File: config.mk
export PLATFORM = sky130hd
export DESIGN_NAME = gcd_arbiter
export DESIGN_NICKNAME = d
export VERILOG_FILES = /design/src/rtl/gcd_arbiter.sv
export SDC_FILE = /design/constraint.sdc
export NUM_CORES = 1
export LEC_CHECK = 0
export ABC_AREA = 1
export CORE_MARGIN = 2
export CORE_UTILIZATION = 49
export CTS_CLUSTER_SIZE = 10
export DETAILED_ROUTE_END_ITERATION = 10
export PLACE_DENSITY = 0.94
export RECOVER_POWER = 50
export SLEW_MARGIN = 20
export SYNTH_ARGS = -nofsm -noshare
export SYNTH_HDL_FRONTEND = slang
export SYNTH_SLANG_ARGS = --single-unit
export TNS_END_PERCENT = 10
File: constraint.sdc
create_clock -name clk -period 3.74 [get_ports clk]
set_clock_uncertainty 0.1 [all_clocks]
set_input_delay 0.561 -clock clk [delete_from_list [all_inputs] [get_ports clk]]
set_output_delay 0.561 -clock clk [all_outputs]
set_load 0.05 [all_outputs]
File: src/rtl/gcd_arbiter.sv
// Round-robin arbiter that shares one gcd_engine among N requesters.
// It sequences the engine start/ready handshake, returns each result to its owner, and aborts a transaction after TIMEOUT cycles.
module gcd_arbiter #(
  parameter int N       = 4,
  parameter int W       = 7,
  parameter int TIMEOUT = 511
) (
  input  logic           clk,
  input  logic           reset,
  input  logic [N-1:0]   req,
  input  logic [N*W-1:0] a_bus,
  input  logic [N*W-1:0] b_bus,
  output logic [N-1:0]   grant,
  output logic [N-1:0]   done,
  output logic [W-1:0]   result,
  output logic           err,
  output logic           busy,
  output logic           eng_start,
  output logic [W-1:0]   eng_a,
  output logic [W-1:0]   eng_b,
  input  logic           eng_ready,
  input  logic [W-1:0]   eng_r
);

  localparam int IW = (N > 1) ? $clog2(N) : 1;
  localparam int CW = $clog2(TIMEOUT + 1);

  typedef enum logic [2:0] {
    IDLE,
    ISSUE,
    WAIT_BUSY,
    WAIT_DONE,
    DONE
  } state_t;

  state_t        state_q, state_d;
  logic [IW-1:0] rr_ptr_q, rr_ptr_d;
  logic [IW-1:0] owner_q, owner_d;
  logic [CW-1:0] wd_cnt_q, wd_cnt_d;
  logic [N-1:0]  grant_q, grant_d;
  logic [N-1:0]  done_q, done_d;
  logic [W-1:0]  result_q, result_d;
  logic [W-1:0]  eng_a_q, eng_a_d;
  logic [W-1:0]  eng_b_q, eng_b_d;
  logic          err_q, err_d;
  logic          busy_q, busy_d;
  logic          eng_start_q, eng_start_d;

  logic [W-1:0]  a_arr [N];
  logic [W-1:0]  b_arr [N];
  logic          pick_valid;
  logic [IW-1:0] pick_idx;
  logic [IW-1:0] cand;
  logic          wd_expired;

  for (genvar g = 0; g < N; g++) begin : g_unpack
    assign a_arr[g] = a_bus[g*W +: W];
    assign b_arr[g] = b_bus[g*W +: W];
  end

  // Circular scan for the first pending request at or after rr_ptr.
  always_comb begin
    pick_valid = 1'b0;
    pick_idx   = '0;
    cand       = '0;
    for (int k = 0; k < N; k++) begin
      cand = IW'((int'(rr_ptr_q) + k) % N);
      if (!pick_valid && req[cand]) begin
        pick_valid = 1'b1;
        pick_idx   = cand;
      end
    end
  end

  assign wd_expired = (wd_cnt_q == CW'(TIMEOUT - 1));

  always_comb begin
    state_d     = state_q;
    rr_ptr_d    = rr_ptr_q;
    owner_d     = owner_q;
    wd_cnt_d    = wd_cnt_q;
    grant_d     = grant_q;
    done_d      = '0;
    result_d    = result_q;
    err_d       = 1'b0;
    eng_start_d = eng_start_q;
    eng_a_d     = eng_a_q;
    eng_b_d     = eng_b_q;

    unique case (state_q)
      IDLE: begin
        wd_cnt_d = '0;
        if (pick_valid) begin
          state_d           = ISSUE;
          owner_d           = pick_idx;
          grant_d           = '0;
          grant_d[pick_idx] = 1'b1;
          eng_a_d           = a_arr[pick_idx];
          eng_b_d           = b_arr[pick_idx];
          eng_start_d       = 1'b1;
        end
      end

      ISSUE: begin
        state_d     = WAIT_BUSY;
        eng_start_d = 1'b1;
        wd_cnt_d    = '0;
      end

      // Start stays high until the engine is seen busy, covering an engine still leaving reset.
      WAIT_BUSY: begin
        wd_cnt_d = wd_cnt_q + 1'b1;
        if (wd_expired) begin
          state_d     = DONE;
          eng_start_d = 1'b0;
          result_d    = '0;
          err_d       = 1'b1;
          done_d      = grant_q;
        end else if (!eng_ready) begin
          state_d     = WAIT_DONE;
          eng_start_d = 1'b0;
        end
      end

      // A result arriving on the expiry cycle takes priority over the abort.
      WAIT_DONE: begin
        wd_cnt_d    = wd_cnt_q + 1'b1;
        eng_start_d = 1'b0;
        if (eng_ready) begin
          state_d  = DONE;
          result_d = eng_r;
          done_d   = grant_q;
        end else if (wd_expired) begin
          state_d  = DONE;
          result_d = '0;
          err_d    = 1'b1;
          done_d   = grant_q;
        end
      end

      DONE: begin
        state_d  = IDLE;
        grant_d  = '0;
        rr_ptr_d = (owner_q == IW'(N - 1)) ? '0 : owner_q + 1'b1;
      end

      default: begin
        state_d     = IDLE;
        grant_d     = '0;
        eng_start_d = 1'b0;
      end
    endcase

    busy_d = (state_d != IDLE);
  end

  always_ff @(posedge clk or posedge reset) begin
    if (reset) begin
      state_q     <= IDLE;
      rr_ptr_q    <= '0;
      owner_q     <= '0;
      wd_cnt_q    <= '0;
      grant_q     <= '0;
      done_q      <= '0;
      result_q    <= '0;
      err_q       <= 1'b0;
      busy_q      <= 1'b0;
      eng_start_q <= 1'b0;
      eng_a_q     <= '0;
      eng_b_q     <= '0;
    end else begin
      state_q     <= state_d;
      rr_ptr_q    <= rr_ptr_d;
      owner_q     <= owner_d;
      wd_cnt_q    <= wd_cnt_d;
      grant_q     <= grant_d;
      done_q      <= done_d;
      result_q    <= result_d;
      err_q       <= err_d;
      busy_q      <= busy_d;
      eng_start_q <= eng_start_d;
      eng_a_q     <= eng_a_d;
      eng_b_q     <= eng_b_d;
    end
  end

  assign grant     = grant_q;
  assign done      = done_q;
  assign result    = result_q;
  assign err       = err_q;
  assign busy      = busy_q;
  assign eng_start = eng_start_q;
  assign eng_a     = eng_a_q;
  assign eng_b     = eng_b_q;

endmodule

**After elaboration in Yosys (flattened, before gate mapping)**

Index checks and enable logic that the tools add are counted.

- Eq/ne operators: 8
- Reductions and logical operators: 17
- $lt $le $gt $ge: 7
- Muxes and demuxes: 47
- Bitwise logic cells: 3
- $add $sub $neg: 5

Operator list:

| cell | number |
|---|---|
| $mux W7 | 6 |
| $bmux W7 S2 | 2 |
| $pmux W9 S2 | 1 |
| $pmux W4 S2 | 2 |
| $lt A2 B3 Y1 const B | 5 |
| $mux W3 | 5 |
| $mux W1 | 14 |
| $pmux W7 S2 | 1 |
| $mux W4 | 3 |
| $pmux W3 S4 | 1 |
| $mux W2 | 5 |
| $add A9 B1 Y9 const B | 1 |
| $eq A9 B9 Y1 const B | 1 |
| $bmux W1 S2 | 4 |
| $eq A3 B2 Y1 const B | 2 |
| $add A2 B1 Y2 const B | 2 |
| $add A2 B2 Y2 const B | 2 |
| $logic_and A1 B1 Y1 | 4 |
| $pmux W1 S4 | 1 |
| $reduce_and A2 Y1 | 2 |
| $reduce_bool A2 Y1 | 2 |
| $reduce_or A2 Y1 | 2 |
| $eq A3 B1 Y1 const B | 1 |
| $eq A3 B3 Y1 const B | 1 |
| other kinds (14) | 17 |

- Flip-flop bits (word level): 48

**Depth between registers and ports, before layout**

- Word-level depth: 18
- Depth in mapped cells: 16
- Gate-level depth less buffers: 15

**Worst setup path after synthesis**

No wires, ideal clock.

- Kind: input port to flip-flop
- Start point: input port req[2]
- End point: register eng_a_q[0], in the netlist eng_a[0]
- Data required time: 3.522 ns
- Stages on the path: 13
- Path buffers: 1
- Library setup time: 0.118 ns
- Arrival time: 1.629 ns
- Path slack: 1.893 ns
- Cells stage by stage: inv_1 nand2_1 nand3_2 nand2_2 nor2_8 nand4_1 nand2_4 inv_4 buf_6 nand2_1 nand2_1 nand2_1 nand2_1

- Cells in the longest elaborated chain, start to end: 16
- Elaborated cells between the ends (all ways): 27
- Classes of those cells: mux: 19; bitwise: 1; reduce/logical: 7

Ends and longest elaborated chain:

| what | line | source |
|---|---|---|
| start: declaration | 10 | `input logic [N-1:0] req,` |
| $bmux W1 S2 | 68 | `if (!pick_valid && req[cand]) begin` |
| $mux W1 (implied by the code) | 68 |  |
| $mux W1 | 68 |  |
| $logic_not A1 Y1 | 68 |  |
| $logic_and A1 B1 Y1 | 68 |  |
| $mux W1 | 68 |  |
| $logic_not A1 Y1 | 68 |  |
| $logic_and A1 B1 Y1 | 68 |  |
| $mux W1 | 68 |  |
| $logic_not A1 Y1 | 68 |  |
| $logic_and A1 B1 Y1 | 68 |  |
| $mux W2 | 68 |  |
| $not A2 Y3 (implied by the code) | 98 | `eng_a_d = a_arr[pick_idx];` |
| $bmux W7 S2 | 98 |  |
| $mux W7 (implied by the code) (2 in series) | 98 |  |
| end signal: assignment | 182 | `eng_a_q <= eng_a_d;` |
| end: declaration | 43 | `logic [W-1:0] eng_a_q, eng_a_d;` |

Parallel ways exist; a longest one is shown, timed or not. The select of a mux whose other input is x is not followed.
A chain may end at the register's enable or synchronous reset.

**Worst setup path after layout**

- Start point: register rr_ptr_q[0]
- End point: register eng_a_q[5], in the netlist eng_a[5]

- Cells in the longest elaborated chain, start to end: 16
- Elaborated cells between the ends (all ways): 30
- Classes of those cells: add/sub: 3; mux: 19; bitwise: 1; reduce/logical: 7

Ends and longest elaborated chain:

| what | line | source |
|---|---|---|
| start: declaration | 37 | `logic [IW-1:0] rr_ptr_q, rr_ptr_d;` |
| start signal: assignment | 173 | `rr_ptr_q <= rr_ptr_d;` |
| parallel branches: the longest is 16 deep, another holds $add A2 B1 Y2 | -- |  |

Parallel ways; which one is timed is not known. The select of a mux whose other input is x is not followed.

==> results.md <==
- Status: finished with violations
- Failing checks: max-capacitance violations, max-slew violations
- RSZ-0062 raised after global routing: no
- Clock transition at path regs: 0.08 ns
- Iter 0 DRT Violations: 214
- EDFF count, synth: 0
- Area grow syn2layout: 36.7%
- Fin crit share: 82.6%
- Final net count: 563
- DRT Pass-1 Iters: 5
- I/O Buffers: 101
- Grt ovf: 0
- Lkg Pwr: 2.02 nW
- Via-to-Cell Ratio: 5.42
- Seq/Total Area, Yosys: 40.4%
- Clock Latency Late Sink: 0.30 ns
- # Post-CTS Setup Buffers: 0
- Met3 Track Usage GR: 5.49%
- Async S/R FF share, synth: 100%
- DR vias: 3,065
- Wire per inst: 14.6 um
- Hold-fix buffers at CTS: 0
- Yosys top cell by area: dfrtp_1
- Top-count cell post-synth: nand2_1
- Drt drc: 0
- Top Usage Layer GRT: met2
- Post-cts resize count: 0
- CP max FO: 32
- Hold depth: 1
- Startpoint Class: flop
- Slew Limit Headroom: -15.3%
- Crit path capture type: flop
- #FFs+latches synth: 48
- Root Driver: clkbuf_8
- R2r startpoint: rr_ptr_q[0]$_DFFE_PP0P_
- Final setup fails: 0
- Met2 Usage GRT: 43.0%
- Setup TNS: 0 ns
- Ys flop type: dfrtp_1
- First-pass GRT wire length: 12,800 um
- Worst endpoint data arrival time: 3.18 ns
- Starting density of the core: 50.5%
- Worst reg2reg path depth: 15
- IO Pins: 102
- Detailed Place HPWL: 6060 um
- Unique cell type count in the Yosys netlist: 31
- CTS tree: yes
- Max Cap Viol: 1
- H-Tree Level Count: 2
- Endpoint, Worst Hold: wd_cnt_q[4]$_DFFE_PP0P_
- Die height: 81.9 um
- Class of the worst hold path: reg -> reg
- Mapped Cells: 402
- Met1 usage: 28.7%
- CTS buffer count: 5
- GRT Overall Usage: 24.4%
- Final core occ: 69.1%
- Pwr Density: 999 nW/um2
- Synth warn: 0
- Worst reg2reg setup slack: 0.65 ns
- Synth top cells by count: nand2_1, dfrtp_1, nand4_1, inv_1, nor2_1
- Core Box Area: 5890 um2
- Share of the synthesized area in the top cell type: 40.4%
- Post-Syn Area: 2970 um2
- Clock sinks: 48
- DIE AREA: 6710 um2
- Worst r2r dst: eng_a[5]$_DFFE_PP0P_
- Worst hold path startpoint: wd_cnt_q[4]$_DFFE_PP0P_
- Mapped Nets: 475
- Share of cells above drive strength 1: 8.15%
- CTS Buffer Depth: 2
- Slew Limit Fails: 49
- Pin count of the biggest net entering global routing: 49
- Placer Congestion: 0.924
- Critical path type: reg -> reg
- Detailed Route WL: 8270 um
- Antenna-violating nets left: 0
- ANT cells: 0
- Number of global-route vias before repair: 2,876
- Max frequency: 324 MHz
- Mapped Avg Cell Area: 7.40 um2
- # rows: 28
- Req. time, crit path: 3.83 ns
- Final Hold Fails: 0
- Initial antenna violation count: 0
- Ranking of synthesized cells by area: dfrtp_1, nand2_1, nand4_1
- Slew @ Worst Pin: 1.73 ns
- Die W: 81.9 um
- Fin crit period: 3.09 ns
- Maximum VDD drop: 0.615 mV
==> worst max path at each step <==
stage                            startpoint                   end  slack [ns]  depth (start not counted)
floorplan                            req[2]  eng_a[0]$_DFFE_PP0P_        1.89                         13
detailed placement                   req[1]  eng_b[4]$_DFFE_PP0P_        0.43                         15
CTS                 rr_ptr_q[0]$_DFFE_PP0P_  eng_a[5]$_DFFE_PP0P_        0.71                         15
global placement                     req[1]  eng_b[0]$_DFFE_PP0P_        0.59                         15
finish              rr_ptr_q[0]$_DFFE_PP0P_  eng_a[5]$_DFFE_PP0P_        0.65                         15
global route        rr_ptr_q[0]$_DFFE_PP0P_  eng_b[2]$_DFFE_PP0P_        0.43                         15
==> registers in the layout (all words and copies together), names as in the netlist, 2 cells and up <==
register / count
done: 4
result: 7
grant: 4
eng_b: 7
owner_q: 2
state_q: 3
rr_ptr_q: 2
wd_cnt_q: 9
eng_a: 7
==> final cells by class <==
cell class | instances | area (um2)
sequential | 48 | 1200
tap | 75 | 93.8
fill | 488 | 1820
inverter | 27 | 104
timing repair buffer | 102 | 1020
multi-input combinational | 306 | 1490
clock buffer | 5 | 68.8
clock inverter | 3 | 90.1
==> routing by layer <==
| layer | vias up | share of wire [%] |
|---|---|---|
| met1 | 1415 | 40 |
| met4 | 0 | 2.2 |
| met3 | 25 | 8.1 |
| met5 | - | 0 |
| met2 | 140 | 50 |
| li1 | 1485 | - |
==> power by group <==
group | internal (W) | switching (W)
sequential | 0.000704 | 0.000141
clock | 0.000334 | 0.000173
combinational | 0.000839 | 0.00187
total | 0.00188 | 0.00218
==> per-stage QoR <==
step / setup WS [ns] / area, um2 / power (W) / cells / hold slack [ns]
floorplan: 1.89 / 2970 / 0.00303 / 402 / 0.355
finish: 0.651 / 4070 / 0.00406 / 566 / 0.391
CTS: 0.705 / 4070 / 0.00405 / 566 / 0.395
global route: 0.425 / 4070 / 0.00438 / 566 / 0.421
global placement: 0.588 / 3910 / 0.00343 / 558 / 0.364
detailed placement: 0.434 / 3910 / 0.00352 / 558 / 0.373
==> placed cells by master, fill, tap and decap left out, types with 2 or more instances in the layout <==
cell type	n
nand2_1	186
clkdlybuf4s50_1	99
dfrtp_1	48
nand4_1	30
inv_1	19
nor2_1	17
nand3_1	10
nand2_2	9
o21ai_0	8
a21oi_1	7
a32o_1	7
inv_2	6
nand3_2	5
o21ai_1	5
clkbuf_8	5
nand2_4	4
nor3_1	3
and3_1	3
ha_1	3
bufinv_16	3
o31ai_1	2
dlygate4sd3_1	2
==> critical path, cell delays in order (launching register included) <==
cell and delay [ns]:
dfrtp_1 0.63, inv_2 0.18, nand2_2 0.12, nand2_4 0.07, nand2_1 0.08, nand2_1 0.06, nand2_1 0.10, nand2_1 0.07
nand2_2 0.38, nand3_2 0.62, nand2_1 0.20, nand2_1 0.08, nand2_1 0.08, nand2_1 0.07, nand2_1 0.06, nand2_1 0.07
==> cells by family (layout without fill, tap and decap cells) <==
kind of cell	count (synthesis)	after routing	synth area share [%]
flops	48	48	40.4
fa+ha+maj	3	3	1.26
compound gates	32	32	7.24
buf+inv	48	137	9.51
simple gates	271	271	41.6
No activity file was read; power rests on OpenSTA's default activity.
